**src/rtl/fifo_uart_pkg.sv**
```systemverilog
// -----------------------------------------------------------------------------
// fifo_uart_pkg
//   Shared definitions for the FIFO-drain UART transmitter (and its future RX
//   sibling): FSM state encoding plus the line levels used for idle, start and
//   stop bits.
//   Ports: none (package).
// -----------------------------------------------------------------------------
package fifo_uart_pkg;

  localparam int unsigned STATE_W = 3;

  typedef enum logic [STATE_W-1:0] {
    IDLE   = 3'd0,
    POP    = 3'd1,
    LOAD   = 3'd2,
    START  = 3'd3,
    DATA   = 3'd4,
    PARITY = 3'd5,
    STOP   = 3'd6
  } state_e;

  localparam logic IDLE_LEVEL  = 1'b1;
  localparam logic START_LEVEL = 1'b0;
  localparam logic STOP_LEVEL  = 1'b1;

endpackage

```
**src/rtl/uart_baud_cnt.sv**
```systemverilog
// -----------------------------------------------------------------------------
// uart_baud_cnt
//   Free-running bit-time counter, 0..CLKS_PER_BIT-1, wrapping to 0. A clear
//   forces the count back to 0 so each new bit period starts aligned.
//   Ports:
//     clk       in   system clock
//     reset     in   asynchronous, active-low reset
//     clr       in   restart the bit period (count <= 0 at the edge)
//     bit_end   out  high in the last cycle of a bit period
//     near_end  out  high in the second-to-last cycle of a bit period
// -----------------------------------------------------------------------------
module uart_baud_cnt #(
  parameter int unsigned CLKS_PER_BIT = 16
) (
  input  logic clk,
  input  logic reset,
  input  logic clr,
  output logic bit_end,
  output logic near_end
);

  localparam int unsigned CNT_W = (CLKS_PER_BIT > 1) ? $clog2(CLKS_PER_BIT) : 1;
  localparam logic [CNT_W-1:0] CNT_LAST = CNT_W'(CLKS_PER_BIT - 1);
  localparam logic [CNT_W-1:0] CNT_NEAR = CNT_W'(CLKS_PER_BIT - 2);

  logic [CNT_W-1:0] cnt_q, cnt_d;

  assign bit_end  = (cnt_q == CNT_LAST);
  // Lets the parent register an output that must be high in the last cycle.
  assign near_end = (cnt_q == CNT_NEAR);

  always_comb begin
    cnt_d = cnt_q + CNT_W'(1);
    if (clr || bit_end) begin
      cnt_d = '0;
    end
  end

  always_ff @(posedge clk or negedge reset) begin
    if (!reset) begin
      cnt_q <= '0;
    end else begin
      cnt_q <= cnt_d;
    end
  end

endmodule

```
**src/rtl/fifo_uart_tx.sv**
```systemverilog
// -----------------------------------------------------------------------------
// fifo_uart_tx
//   Drain stage for the sync FIFO: pops one byte whenever the FIFO is non-empty
//   and the transmitter is idle, then sends it as an 8N1 UART frame, LSB first.
//   Optional even parity bit after the data bits when PARITY_EN is defined.
//   Ports:
//     clk         in   system clock, posedge
//     reset       in   asynchronous, active-low reset
//     fifo_empty  in   FIFO empty flag (registered in the FIFO)
//     fifo_data   in   FIFO read data, valid the cycle after fifo_rd_en
//     fifo_rd_en  out  one-cycle pop request (registered)
//     tx          out  serial line, idle high (registered)
//     busy        out  high from POP until the last stop bit completes
//     frame_done  out  pulse in the final cycle of the last stop bit (registered)
// -----------------------------------------------------------------------------
module fifo_uart_tx
  import fifo_uart_pkg::*;
#(
  parameter int unsigned DATA_W       = 8,
  parameter int unsigned CLKS_PER_BIT = 16,
  parameter int unsigned STOP_BITS    = 1
) (
  input  logic              clk,
  input  logic              reset,
  input  logic              fifo_empty,
  input  logic [DATA_W-1:0] fifo_data,
  output logic              fifo_rd_en,
  output logic              tx,
  output logic              busy,
  output logic              frame_done
);

  localparam int unsigned BIT_CNT_W = $clog2((DATA_W > 2) ? DATA_W : 2);
  localparam logic [BIT_CNT_W-1:0] LAST_DATA = BIT_CNT_W'(DATA_W - 1);
  localparam logic [BIT_CNT_W-1:0] LAST_STOP = BIT_CNT_W'(STOP_BITS - 1);

  state_e                state_q, state_d;
  logic [BIT_CNT_W-1:0]  bit_cnt_q, bit_cnt_d;
  logic [DATA_W-1:0]     shift_q, shift_d;
  logic                  tx_q, tx_d;
  logic                  rd_en_q, rd_en_d;
  logic                  done_q, done_d;
  logic                  state_change;
  logic                  bit_end;
  logic                  near_end;
`ifdef PARITY_EN
  logic                  parity_q, parity_d;
`endif

  // Bit period restarts on every state change so each field is exactly one bit-time.
  uart_baud_cnt #(
    .CLKS_PER_BIT(CLKS_PER_BIT)
  ) u_baud_cnt (
    .clk     (clk),
    .reset   (reset),
    .clr     (state_change),
    .bit_end (bit_end),
    .near_end(near_end)
  );

  always_comb begin
    state_d   = state_q;
    bit_cnt_d = bit_cnt_q;
    shift_d   = shift_q;
`ifdef PARITY_EN
    parity_d  = parity_q;
`endif
    unique case (state_q)
      IDLE: begin
        if (!fifo_empty) begin
          state_d = POP;
        end
      end
      POP: begin
        state_d = LOAD;
      end
      LOAD: begin
        shift_d = fifo_data;
        state_d = START;
`ifdef PARITY_EN
        parity_d = 1'b0;
`endif
      end
      START: begin
        if (bit_end) begin
          state_d = DATA;
        end
      end
      DATA: begin
        if (bit_end) begin
          shift_d = {1'b0, shift_q[DATA_W-1:1]};
`ifdef PARITY_EN
          parity_d = parity_q ^ shift_q[0];
`endif
          if (bit_cnt_q == LAST_DATA) begin
`ifdef PARITY_EN
            state_d = PARITY;
`else
            state_d = STOP;
`endif
          end else begin
            bit_cnt_d = bit_cnt_q + BIT_CNT_W'(1);
          end
        end
      end
`ifdef PARITY_EN
      PARITY: begin
        if (bit_end) begin
          state_d = STOP;
        end
      end
`endif
      STOP: begin
        if (bit_end) begin
          if (bit_cnt_q == LAST_STOP) begin
            state_d = IDLE;
          end else begin
            bit_cnt_d = bit_cnt_q + BIT_CNT_W'(1);
          end
        end
      end
      default: begin
        state_d = IDLE;
      end
    endcase

    state_change = (state_d != state_q);
    if (state_change) begin
      bit_cnt_d = '0;
    end
  end

  // Outputs are computed from next-state values so they can be registered
  // without adding a cycle of latency.
  always_comb begin
    case (state_d)
      START:   tx_d = START_LEVEL;
      DATA:    tx_d = shift_d[0];
`ifdef PARITY_EN
      PARITY:  tx_d = parity_d;
`endif
      STOP:    tx_d = STOP_LEVEL;
      default: tx_d = IDLE_LEVEL;
    endcase
    rd_en_d = (state_d == POP);
    // near_end in the last stop bit means the next cycle is the frame's final one.
    done_d  = (state_q == STOP) && near_end && (bit_cnt_q == LAST_STOP);
  end

  always_ff @(posedge clk or negedge reset) begin
    if (!reset) begin
      state_q   <= IDLE;
      bit_cnt_q <= '0;
      shift_q   <= '0;
      tx_q      <= IDLE_LEVEL;
      rd_en_q   <= 1'b0;
      done_q    <= 1'b0;
`ifdef PARITY_EN
      parity_q  <= 1'b0;
`endif
    end else begin
      state_q   <= state_d;
      bit_cnt_q <= bit_cnt_d;
      shift_q   <= shift_d;
      tx_q      <= tx_d;
      rd_en_q   <= rd_en_d;
      done_q    <= done_d;
`ifdef PARITY_EN
      parity_q  <= parity_d;
`endif
    end
  end

  assign tx         = tx_q;
  assign fifo_rd_en = rd_en_q;
  assign frame_done = done_q;
  assign busy       = (state_q != IDLE);

endmodule

```
**config.mk**
```make
export PLATFORM = sky130hd
export DESIGN_NAME = fifo_uart_tx
export DESIGN_NICKNAME = d
export VERILOG_FILES = /design/src/rtl/fifo_uart_pkg.sv /design/src/rtl/uart_baud_cnt.sv /design/src/rtl/fifo_uart_tx.sv
export SDC_FILE = /design/constraint.sdc
export NUM_CORES = 1
export LEC_CHECK = 0
export ABC_AREA = 0
export BUFFER_PORTS_ARGS = -buffer_cell sky130_fd_sc_hd__buf_2
export CAP_MARGIN = 15
export CORE_MARGIN = 2
export CORE_UTILIZATION = 49
export CTS_CLUSTER_DIAMETER = 40
export DETAILED_ROUTE_END_ITERATION = 16
export PLACE_DENSITY = 0.82
export SYNTH_ARGS = -nofsm -noshare
export SYNTH_HDL_FRONTEND = slang
export SYNTH_SLANG_ARGS = --single-unit
export TNS_END_PERCENT = 100
```
**constraint.sdc**
```tcl
create_clock -name clk -period 1.5 [get_ports clk]
set_input_delay 0.45 -clock clk [delete_from_list [all_inputs] [get_ports clk]]
set_output_delay 0.45 -clock clk [all_outputs]
set_load 0.05 [all_outputs]
```
---- Word level (Yosys, flattened, before mapping) ----
Cells that the tools add are included.
W data, S select, Z words.
word-level totals
  bits in registers ....................... 21
  output and inout bits ................... 4
  bits of input ports ..................... 11
  word-level logic and storage cells ...... 54
cells by class
  reduce and logical (&&, ||, !) cells .... 10
  equal/unequal tests ..................... 17
  muxes and demuxes ....................... 17
  $add $sub $neg .......................... 2
operators with widths
  operator               number
  $mux W3                11
  $pmux W3 S6            1
  $pmux W8 S2            1
  $eq A3 B3 Y1 const B   4
  $eq A3 B2 Y1 const B   3
  $eq A4 B4 Y1 const B   2
  $mux W8                1
  $eq A3 B1 Y1 const B   2
  $logic_not A3 Y1       2
  $ne A3 B1 Y1 const B   2
  $ne A3 B2 Y1 const B   2
  $pmux W3 S2            1
  $reduce_bool A3 Y1     2
  $reduce_and A5 Y1      1
  $add A4 B1 Y4 const B  1
  $mux W4                1
  $add A3 B1 Y3 const B  1
  $ne A3 B3 Y1           1
  $logic_and A1 B1 Y1    2
  $ne A2 B1 Y1 const B   1
  $pmux W1 S2            1
  $reduce_and A2 Y1      1
  $reduce_bool A2 Y1     1
  $logic_or A1 B1 Y1     1

---- Longest topological paths before layout ----
Gate-level depths: netlist of run 1.
  word-level depth ........................ 7
  gate-level depth with buffers ........... 6
  depth with buffers taken out ............ 6

---- Modules after synthesis ----
From an unflattened synthesis of run 1, not the netlist that was laid out.
second synthesis, totals
  cell total of the unflattened synthesis .. 109
  area total of the unflattened synthesis .. 1112.3 um^2
by module, submodules not included
  module         cells each  seq. area each (um^2)  area an instance (um^2)  times used
  fifo_uart_tx   92          426.7                  917.1                    1
  uart_baud_cnt  17          100.1                  195.2                    1

---- Least setup slack after synthesis of run 1 ----
OpenSTA, ideal clock, no wires.
  path type ............................... register to register
  from .................................... register u_baud_cnt.cnt_q[0]
  to ...................................... register tx_q (netlist: tx)
  data required time ...................... 1.419 ns
  stages on the path, launching flop included .. 6
  slack ................................... -0.134 ns
  clock period less this slack ............ 1.634 ns
  arrival ................................. 1.553 ns
  library setup time ...................... 0.081 ns
  path buffers ............................ 0
  cell sequence ........................... dfrtp_1 -> ha_1 -> and3_1 -> a21o_1 -> a221o_1 -> a32oi_1
between the ends
  cells in the longest elaborated chain, start to end .. 5
  elaborated cells on any way between the ends .. 10
  classes of those cells .................. 3 x eq/ne; 7 x mux
RTL lines
  element                                       RTL line                                                     RTL
  start, declared                               uart_baud_cnt.sv:26                                          logic [CNT_W-1:0] cnt_q, cnt_d;
  start signal, assigned                        uart_baud_cnt.sv:43                                          cnt_q <= cnt_d;
  $eq A4 B4 Y1 (*)                              uart_baud_cnt.sv:28                                          assign bit_end = (cnt_q == CNT_LAST);
  $mux W3, on equally long branches             fifo_uart_tx.sv:114, fifo_uart_tx.sv:85, fifo_uart_tx.sv:90
  $pmux W3 S6                                   fifo_uart_tx.sv:68                                           unique case (state_q)
  $eq A3 B3 Y1 or $eq A3 B2 Y1 (tied branches)  fifo_uart_tx.sv:136                                          case (state_d)
  $pmux W1 S2 (*)                               fifo_uart_tx.sv:136
  named net tx_d                                fifo_uart_tx.sv:40                                           logic tx_q, tx_d;
  end signal, assigned                          fifo_uart_tx.sv:165                                          tx_q <= tx_d;
  end, declared                                 fifo_uart_tx.sv:40
The timed path passes the listed nets; every way through them passes the cells marked *. The select of a mux whose other input is x is not followed.
A chain may end at the register's enable or synchronous reset.

---- Final worst setup path of run 1 ----
  from .................................... register state_q[2]
  to ...................................... output port busy
between the ends
  cells in the longest elaborated chain, start to end .. 1
RTL lines
  element                 RTL line             RTL
  start, declared         fifo_uart_tx.sv:37   state_e state_q, state_d;
  start signal, assigned  fifo_uart_tx.sv:162  state_q <= state_d;
  $reduce_bool A3 Y1      fifo_uart_tx.sv:177  assign busy = (state_q != IDLE);
  end, declared           fifo_uart_tx.sv:29   output logic busy,
No other way between the ends.

==> flow_summary.yaml, run 1 <==
run_status:
  status: "finished, violations left"
  failed_checks: "setup timing"
timing:
  drv_slew: 0
  final.setup.worst_slack_ns: -0.231
  rsz0062_at_grt: "true"
  worst_pin_slew_ns: 0.439
  hold_violations: 0
  setup_viol: 7
  fmax_mhz: 578
  period_share: 1.15
  fin_crit_ns: 1.73
  finalSetupTns_ns: -0.902
  finClkSkew_ns: 0.00719
  relSlewSlack: 0.707
clocking:
  cts.sinks: 21
  tritoncts: "built"
  htree_num_levels: 1
  ctsRootBufferMaster: "clkbuf_4"
  clkTransAtPathRegs_ns: 0.12
  clkLatencyLatePin_ns: 0.32
  ctsHoldBuffers: 0
  cts_buffer_depth: 2
  cts_buffers: 3
layout:
  regArea_um2: 527
  final_cell_area_um2: 1510
  fin_nets: 153
  n_antenna_cell: 0
  final_util: 0.746
  layout-drive-gt1-share: 0.463
  area_growth_pct: 40.1
  final_common_cell: "dfrtp_1"
  multiInputGateArea_um2: 599
  final_cell_mix: "dfrtp_1, buf_4, buf_2"
  fin_cells: 163
  nFillCells: 122
power_and_ir_drop:
  swShare: 0.381
  switchingPower_uw: 874
  p_comb_frac: 0.484
  leakage_uw: 0.000767
  total_power_uw: 2290
  p_clk_frac: 0.123
  pwr-share-seq: 0.393
  internal-power_uw: 1420
  ir_drop_v: 0.000988
  power_density_nw_per_um2: 1520
synth:
  yosysSeqAreaShare: 0.490
  synth_area_leaders: "dfrtp_1, ha_1, a21o_1, a22o_1, nor2_1"
  post-synth-top-area-fraction: 0.465
  ys_seq_elements: 21
  syn_nets: 114
  ys_warn_count: 0
  ys_types: 34
  netlist_instances: 98
  netlist_area_um2: 1080
  avgSynthCellArea_um2: 11.0
  synth_area_leader_cell: "dfrtp_1"
global_routing:
  grt_pass1_vias: 939
  grt_max_degree: 22
  grt_use_total: 0.209
  grt_overflow_total: 0
  antenna_found_initial: 0
  grt_pass1_wl_um: 4060
die:
  die-area_um2: 2590
  die_w_um: 50.9
  core_um2: 2020
  start_util: 0.532
  ios: 15
  die-height_um: 50.9
  rows: 16
route:
  drt-wirelength-per-cell_um: 15.6
  met3_length_um: 103
  routedLengthMet1_um: 1040
  via_per_inst: 5.56
  initialDrtViolationCount: 18
  wl_um: 2550
  vias: 907
  dr.max_layer_used: "met4"
  ant_nets: 0
  drcViolationCount: 0
  dr.pass1.iters: 4
  dr_wl_met2_um: 1340
placed_design:
  portBuffers: 14
  place_congestion: 0.907
  dp_cells: 150
  dpl_cell_area_um2: 1300
  dpl.hpwl_um: 1620
worst_setup_path:
  startpoint_type: "flip-flop"
  timing.rr.start: "bit_cnt_q[1]$_DFFE_PN0P_"
  critPathKind: "flip-flop to output port"
  crit_path_start: "state_q[2]$_DFF_PN0_"
  critPathArrivalTime_ns: 1.28
  cp-end-kind: "output port"
  cp_max_fo: 2
  cp.required_ns: 1.05
min_path:
  hold_class: "input pin to asynchronous set/reset pin"
run:
  maxCapViolCount: 0
-- registers in the layout, summed over array words and instances, names as in the netlist --
register and cells:
bit_cnt_q 3, fifo_rd_en 1, frame_done 1, shift_q 8
state_q 3, tx 1, u_baud_cnt.cnt_q 4
-- layer usage --
layer	vias to the layer above	track usage
met4	0	0.0946
met1	450	0.266
met2	31	0.355
li1	419	-
met3	7	0.0292
met5	-	0
-- repair_timing --
item	in CTS	in global routing
setup endpoints to repair	8	19
pin swaps	12	11
resized for setup	15	14
setup buffers	7	4
-- cells in the mapped netlist --
cell type	instances
dfrtp_1	20
nor2_1	11
a21o_1	8
inv_1	7
a22o_1	6
ha_1	5
nand2_1	5
mux2i_1	3
nor2b_1	3
a21oi_1	2
buf_2	2
nand3_1	2
nand3b_1	2
xnor2_1	2
a211o_1	1
a221o_1	1
a311oi_1	1
a32oi_1	1
and3_1	1
buf_4	1
clkbuf_1	1
dfstp_2	1
nand2b_1	1
nand2b_2	1
nand3_4	1
nor3_4	1
nor3b_1	1
nor4_1	1
nor4b_4	1
o21ai_0	1
o22ai_1	1
o32a_1	1
or3_1	1
xor2_1	1
-- cell families (layout without fill, tap and decap cells) --
family / count (synthesis) / in the layout / share of synthesized area
AO/OA/AOI/OAI: 23 / 23 / 0.167
XOR/XNOR: 3 / 3 / 0.0244
adder cells (fa/ha/maj): 5 / 5 / 0.0581
buffers and inverters: 11 / 49 / 0.0442
flip-flops: 21 / 21 / 0.490
multiplexers: 3 / 3 / 0.0279
AND/OR/NAND/NOR: 32 / 32 / 0.188
-- layout make-up --
| type | instances | share of cell area |
|---|---|---|
| clock buffer | 3 | 0.0149 |
| clock inverter | 1 | 0.00332 |
| inverter | 7 | 0.0207 |
| multi-input combinational | 66 | 0.398 |
| sequential | 21 | 0.349 |
| tap | 27 | 0.0224 |
| timing repair buffer | 38 | 0.192 |
-- path summary, 6_finish.rpt --
path,end,slack [ns],depth (start not counted)
setup / recovery,busy,-0.23,2
hold / removal,state_q[1]$_DFF_PN0_,0.05,1
setup reg to reg,bit_cnt_q[2]$_DFFE_PN0P_,-0.16,6
hold reg to reg,shift_q[6]$_DFFE_PN0P_,0.50,1
max in group asynchronous,tx$_DFF_PN1_,1.12,1
min in group clk,fifo_rd_en$_DFF_PN0_,0.31,2
-- worst max-delay path, stage by stage (launching register included) --
cell and delay (ns):
dfrtp_1 0.41, or3_4 0.40, buf_8 0.16
-- through the flow --
stage	setup WS (ns)	hold slack, ns
5_1_grt	-0.260	0.0796
3_5_place_dp	-0.175	0.421
6_report	-0.231	0.0507
2_1_floorplan	-0.0706	0.154
4_1_cts	-0.206	0.0804
3_3_place_gp	-0.0874	0.424
-- power by group through the flow --
stage	Combinational [uW]	Sequential, uW	Clock [uW]
6_report	1110	902	282
5_1_grt	1210	924	308
4_1_cts	1010	889	275
3_5_place_dp	905	904	0
3_3_place_gp	862	890	0
2_1_floorplan	574	923	0
No activity file was read; power rests on OpenSTA's default activity.
==> inputs of run 2 (changes only) <==
--- a/config.mk
+++ b/config.mk
@@ -8,11 +8,13 @@
 export ABC_AREA = 0
 export BUFFER_PORTS_ARGS = -buffer_cell sky130_fd_sc_hd__buf_2
 export CAP_MARGIN = 15
+export CELL_PAD_IN_SITES_DETAIL_PLACEMENT = 1
+export CELL_PAD_IN_SITES_GLOBAL_PLACEMENT = 2
 export CORE_MARGIN = 2
-export CORE_UTILIZATION = 49
+export CORE_UTILIZATION = 32
 export CTS_CLUSTER_DIAMETER = 40
 export DETAILED_ROUTE_END_ITERATION = 16
-export PLACE_DENSITY = 0.82
+export PLACE_DENSITY = 0.81
 export SYNTH_ARGS = -nofsm -noshare
 export SYNTH_HDL_FRONTEND = slang
 export SYNTH_SLANG_ARGS = --single-unit
==> run 2 against run 1 <==
Net effect:
- the flow still finishes with violations (setup timing)
- first-iteration DRC count fell by 33%
- utilization is 28 points lower
- combinational power grew 4%
- critical path type unchanged
- largest cell class unchanged
==> flow_summary.yaml, run 2 (synthesis results as in run 1) <==
route:
  ant_nets: 0
  vias: 893
  drt-wirelength-per-cell_um: 15.2
  via_per_inst: 4.83
  wl_um: 2800
  initialDrtViolationCount: 12
  drcViolationCount: 0
  dr.pass1.iters: 4
timing:
  relSlewSlack: 0.677
  setup_viol: 13
  finClkSkew_ns: 0.00613
  hold_violations: 0
  rsz0062_at_grt: "true"
  finalSetupTns_ns: -1.73
  fin_crit_ns: 1.71
  period_share: 1.14
  final.setup.worst_slack_ns: -0.213
  fmax_mhz: 584
  drv_slew: 0
  worst_pin_slew_ns: 0.484
layout:
  layout-drive-gt1-share: 0.475
  final_common_cell: "dfrtp_1"
  top_regs: "shift_q: 8 flops, u_baud_cnt.cnt_q: 4 flops"
  final_util: 0.470
  largest_reg_flops: 8
  final_cell_mix: "dfrtp_1, buf_4, buf_2"
  area_growth_pct: 43.5
  top_register: "shift_q"
  fin_nets: 156
  n_antenna_cell: 0
worst_setup_path:
  r2r_slack_ns: -0.18
  max_stage_delay_ns: 0.40
  cp.required_ns: 1.05
  critPathKind: "flip-flop to output port"
  critPathArrivalTime_ns: 1.26
  r2r_cells: 7
  cp_max_fo: 2
  crit_chain: "or3_4 -> buf_6"
  rr_endpoint: "bit_cnt_q[1]$_DFFE_PN0P_"
  startpoint_type: "flip-flop"
  timing.rr.start: "bit_cnt_q[1]$_DFFE_PN0P_"
  cp_slowest_cell: "dfrtp_1"
  cp-end-kind: "output port"
placed_design:
  portBuffers: 14
  dpl.hpwl_um: 1830
  pre_cts_ws_ns: -0.142
  place_congestion: 0.755
global_routing:
  grt_max_degree: 22
  grt_use_total: 0.141
  grt_pass1_vias: 889
  grt_overflow_total: 0
  antenna_found_initial: 0
  grt_pass1_wl_um: 3930
die:
  start_util: 0.328
  die-height_um: 62.0
  ios: 15
  rows: 21
  die-area_um2: 3840
  core_um2: 3280
  die_w_um: 62.0
power_and_ir_drop:
  ir_drop_v: 0.000561
  power_density_nw_per_um2: 1510
  leakage_uw: 0.000778
clocking:
  clkLatencyLatePin_ns: 0.31
  cts_buffers: 3
  ctsHoldBuffers: 0
  ctsRootBufferMaster: "clkbuf_4"
  tritoncts: "built"
  clkTransAtPathRegs_ns: 0.13
  cts.sinks: 21
  htree_num_levels: 1
  cts_buffer_depth: 2
run_status:
  failed_checks: "setup timing"
  status: "finished, violations left"
min_path:
  hold_class: "input pin to asynchronous set/reset pin"
run:
  maxCapViolCount: 0
==> run 2: changes by cell type in the layout (fill, tap and decap cells not counted), sizes merged <==
| cell | before | now |
|---|---|---|
| buf | 38 | 41 |
==> run 2: worst max path at each step <==
stage	start	end	slack (ns)	cells past startpoint
6_report	state_q[0]$_DFF_PN0_	busy	-0.21	2
5_1_grt	state_q[0]$_DFF_PN0_	busy	-0.25	2
4_1_cts	state_q[0]$_DFF_PN0_	busy	-0.21	2
3_5_place_dp	bit_cnt_q[1]$_DFFE_PN0P_	bit_cnt_q[2]$_DFFE_PN0P_	-0.14	6
3_3_place_gp	bit_cnt_q[1]$_DFFE_PN0P_	bit_cnt_q[1]$_DFFE_PN0P_	-0.08	6
2_1_floorplan	bit_cnt_q[0]$_DFFE_PN0P_	bit_cnt_q[1]$_DFFE_PN0P_	-0.07	6
==> run 2: metal layers <==
metal	track usage	share of wire	vias to the layer above
met5	0	0	-
met4	0.0456	0.025	0
met3	0.0248	0.024	9
met2	0.263	0.57	14
met1	0.161	0.38	444
li1	-	-	426
==> run 2: final cells by class <==
class                      count  area [um^2]
clock buffer                   3         22.5
clock inverter                 1         5.00
fill                         367         1740
inverter                       7         26.3
multi-input combinational     66          582
sequential                    21          527
tap                           46         57.6
timing repair buffer          41          324
==> run 2: per-stage QoR <==
stage / total power, uW / std cells / area [um^2] / hold slack [ns]
floorplan: 1500 / 98 / 1110 / 0.154
global placement: 1800 / 171 / 1350 / 0.427
detailed placement: 1860 / 171 / 1350 / 0.438
CTS: 2250 / 181 / 1470 / 0.0870
global route: 2500 / 185 / 1540 / 0.0987
finish: 2330 / 185 / 1540 / 0.0750
==> run 2: repair_timing <==
action | CTS | global route
setup endpoints to repair | 14 | 19
resized for setup | 12 | 13
gates cloned | 0 | 0
buffers inserted | 6 | 4
pin swaps | 13 | 8
==> run 2: critical path: cells and delay by family (launching register included) <==
family	cells	cell delay, ns
buf+inv	1	0.16
flops	1	0.40
simple gates	1	0.40
==> run 2: power breakdown <==
group,leakage (uW),switching (uW),internal [uW]
Clock,0.0000177,182,99.6
Combinational,0.000499,560,593
Sequential,0.000261,124,767
Total,0.000778,866,1460
==> inputs of run 3 (changes only) <==
--- a/config.mk
+++ b/config.mk
@@ -14,7 +14,7 @@
 export CORE_UTILIZATION = 32
 export CTS_CLUSTER_DIAMETER = 40
 export DETAILED_ROUTE_END_ITERATION = 16
-export PLACE_DENSITY = 0.81
+export PLACE_DENSITY = 0.78
 export SYNTH_ARGS = -nofsm -noshare
 export SYNTH_HDL_FRONTEND = slang
 export SYNTH_SLANG_ARGS = --single-unit
==> constraint.sdc (replaced) <==
create_clock -name clk -period 1.5 [get_ports clk]
set_input_delay 0.225 -clock clk [delete_from_list [all_inputs] [get_ports clk]]
set_output_delay 0.225 -clock clk [all_outputs]
set_load 0.05 [all_outputs]
==> run 3 against run 2 <==
Net effect:
- sequential power rose by 2.5%
- combinational power decreased by 5%
- the flow still finishes with violations (setup timing)
- clock power up 9.6%
- via count decreased by 1.2%
- largest power group unchanged
==> flow_summary.yaml, run 3 (synthesis results as in run 1) <==
timing:
  setup_viol: 6
  relSlewSlack: 0.673
  fmax_mhz: 601
  finClkSkew_ns: 0.00361
  period_share: 1.11
  fin_crit_ns: 1.66
  hold_violations: 0
  drv_slew: 0
  rsz0062_at_grt: "true"
  worst_pin_slew_ns: 0.490
  final.setup.worst_slack_ns: -0.164
layout:
  area_growth_pct: 44.7
  top_regs: "shift_q: 8 flops, u_baud_cnt.cnt_q: 4 flops"
  nFillCells: 373
  largest_reg_flops: 8
  top_register: "shift_q"
  layout-drive-gt1-share: 0.446
  final_common_cell: "dfrtp_1"
  final_cell_mix: "dfrtp_1, buf_4, buf_2"
  fin_nets: 156
  final_util: 0.474
  n_antenna_cell: 0
route:
  via_per_inst: 4.77
  wl_um: 2590
  vias: 882
  initialDrtViolationCount: 13
  ant_nets: 0
  dr.pass1.iters: 4
  drcViolationCount: 0
  drt-wirelength-per-cell_um: 14.0
clocking:
  clkLatencyLatePin_ns: 0.33
  clkTransAtPathRegs_ns: 0.14
  cts.sinks: 21
  cts_buffer_depth: 2
  ctsRootBufferMaster: "clkbuf_4"
  cts_buffers: 3
  htree_num_levels: 1
  tritoncts: "built"
global_routing:
  grt_pass1_vias: 883
  grt_max_degree: 22
  grt_pass1_wl_um: 4120
  grt_use_total: 0.152
  antenna_found_initial: 0
  grt_overflow_total: 0
placed_design:
  dpl.hpwl_um: 1770
  pre_cts_ws_ns: -0.200
  place_congestion: 0.768
  portBuffers: 14
worst_setup_path:
  crit_chain: "or3_4 -> buf_8"
  max_stage_delay_ns: 0.52
  startpoint_type: "flip-flop"
  critPathKind: "flip-flop to output port"
  cp_slowest_cell: "dfrtp_1"
  critPathArrivalTime_ns: 1.44
  cp_max_fo: 8
  critPathBufInv: 1
  cp-end-kind: "output port"
  cp.required_ns: 1.27
  crit_family: "flip-flops"
die:
  die-area_um2: 3840
  core_um2: 3280
  ios: 15
  die-height_um: 62.0
  die_w_um: 62.0
  start_util: 0.328
  rows: 21
run_status:
  failed_checks: "setup timing"
  status: "finished, violations left"
power_and_ir_drop:
  leakage_uw: 0.000771
  ir_drop_v: 0.000506
  power_density_nw_per_um2: 1480
run:
  maxCapViolCount: 0
min_path:
  hold_class: "input pin to flip-flop"
==> run 3: changes by cell type in the layout (fill, tap and decap cells not counted), sizes merged <==
cell and change:
dlygate4sd3 +1, buf -1
==> run 3: timing repair <==
action,CTS,global route
hold buffers,1,0
hold endpoints to repair,20,0
resized for setup,12,14
setup endpoints to repair,7,15
setup buffers,7,3
pin swaps,11,17
==> run 3: power by group <==
group,switching (uW),total (uW),internal [uW],leakage (uW)
combinational,526,1090,561,0.000492
clock,209,309,100,0.0000177
sequential,147,913,767,0.000261
==> run 3: path summary, 6_finish.rpt <==
kind	to	from	slack, ns	depth (start not counted)
worst min register to register	shift_q[2]$_DFFE_PN0P_	shift_q[2]$_DFFE_PN0P_	0.49	1
worst max register to register	bit_cnt_q[2]$_DFFE_PN0P_	bit_cnt_q[1]$_DFFE_PN0P_	-0.15	7
worst min-delay path	fifo_rd_en$_DFF_PN0_	fifo_empty	0.05	2
min in group asynchronous	bit_cnt_q[1]$_DFFE_PN0P_	reset	0.36	2
max in group asynchronous	tx$_DFF_PN1_	reset	0.78	2
worst max-delay path	busy	state_q[2]$_DFF_PN0_	-0.16	2
==> run 3: stage by stage <==
step           setup TNS (ns)  instances  area [um^2]  hold slack (ns)  power [uW]
2_1_floorplan          -0.201         98         1110          -0.0706        1500
3_3_place_gp           -0.276        170         1330            0.212        1780
3_5_place_dp           -0.665        170         1330            0.226        1820
4_1_cts                -0.663        182         1480           0.0444        2250
5_1_grt                 -1.27        185         1560           0.0542        2490
6_report               -0.632        185         1560           0.0534        2310
==> run 3: final cells by class <==
cell class | instances | area (um^2) | share of cell area
well taps | 46 | 57.6 | 0.0370
inverters | 7 | 28.8 | 0.0185
clock buffers | 3 | 22.5 | 0.0145
repair buffers | 41 | 319 | 0.205
flip-flops and latches | 21 | 527 | 0.338
clock inverters | 1 | 5.00 | 0.00322
multi-input cells | 66 | 597 | 0.383
==> run 3: metal layers <==
layer	up-vias	GRT usage	wire length (um)
met5	-	0	0
met4	0	0.0729	55
met3	5	0.0248	45
met2	7	0.268	1400
met1	446	0.179	1090
li1	424	-	-
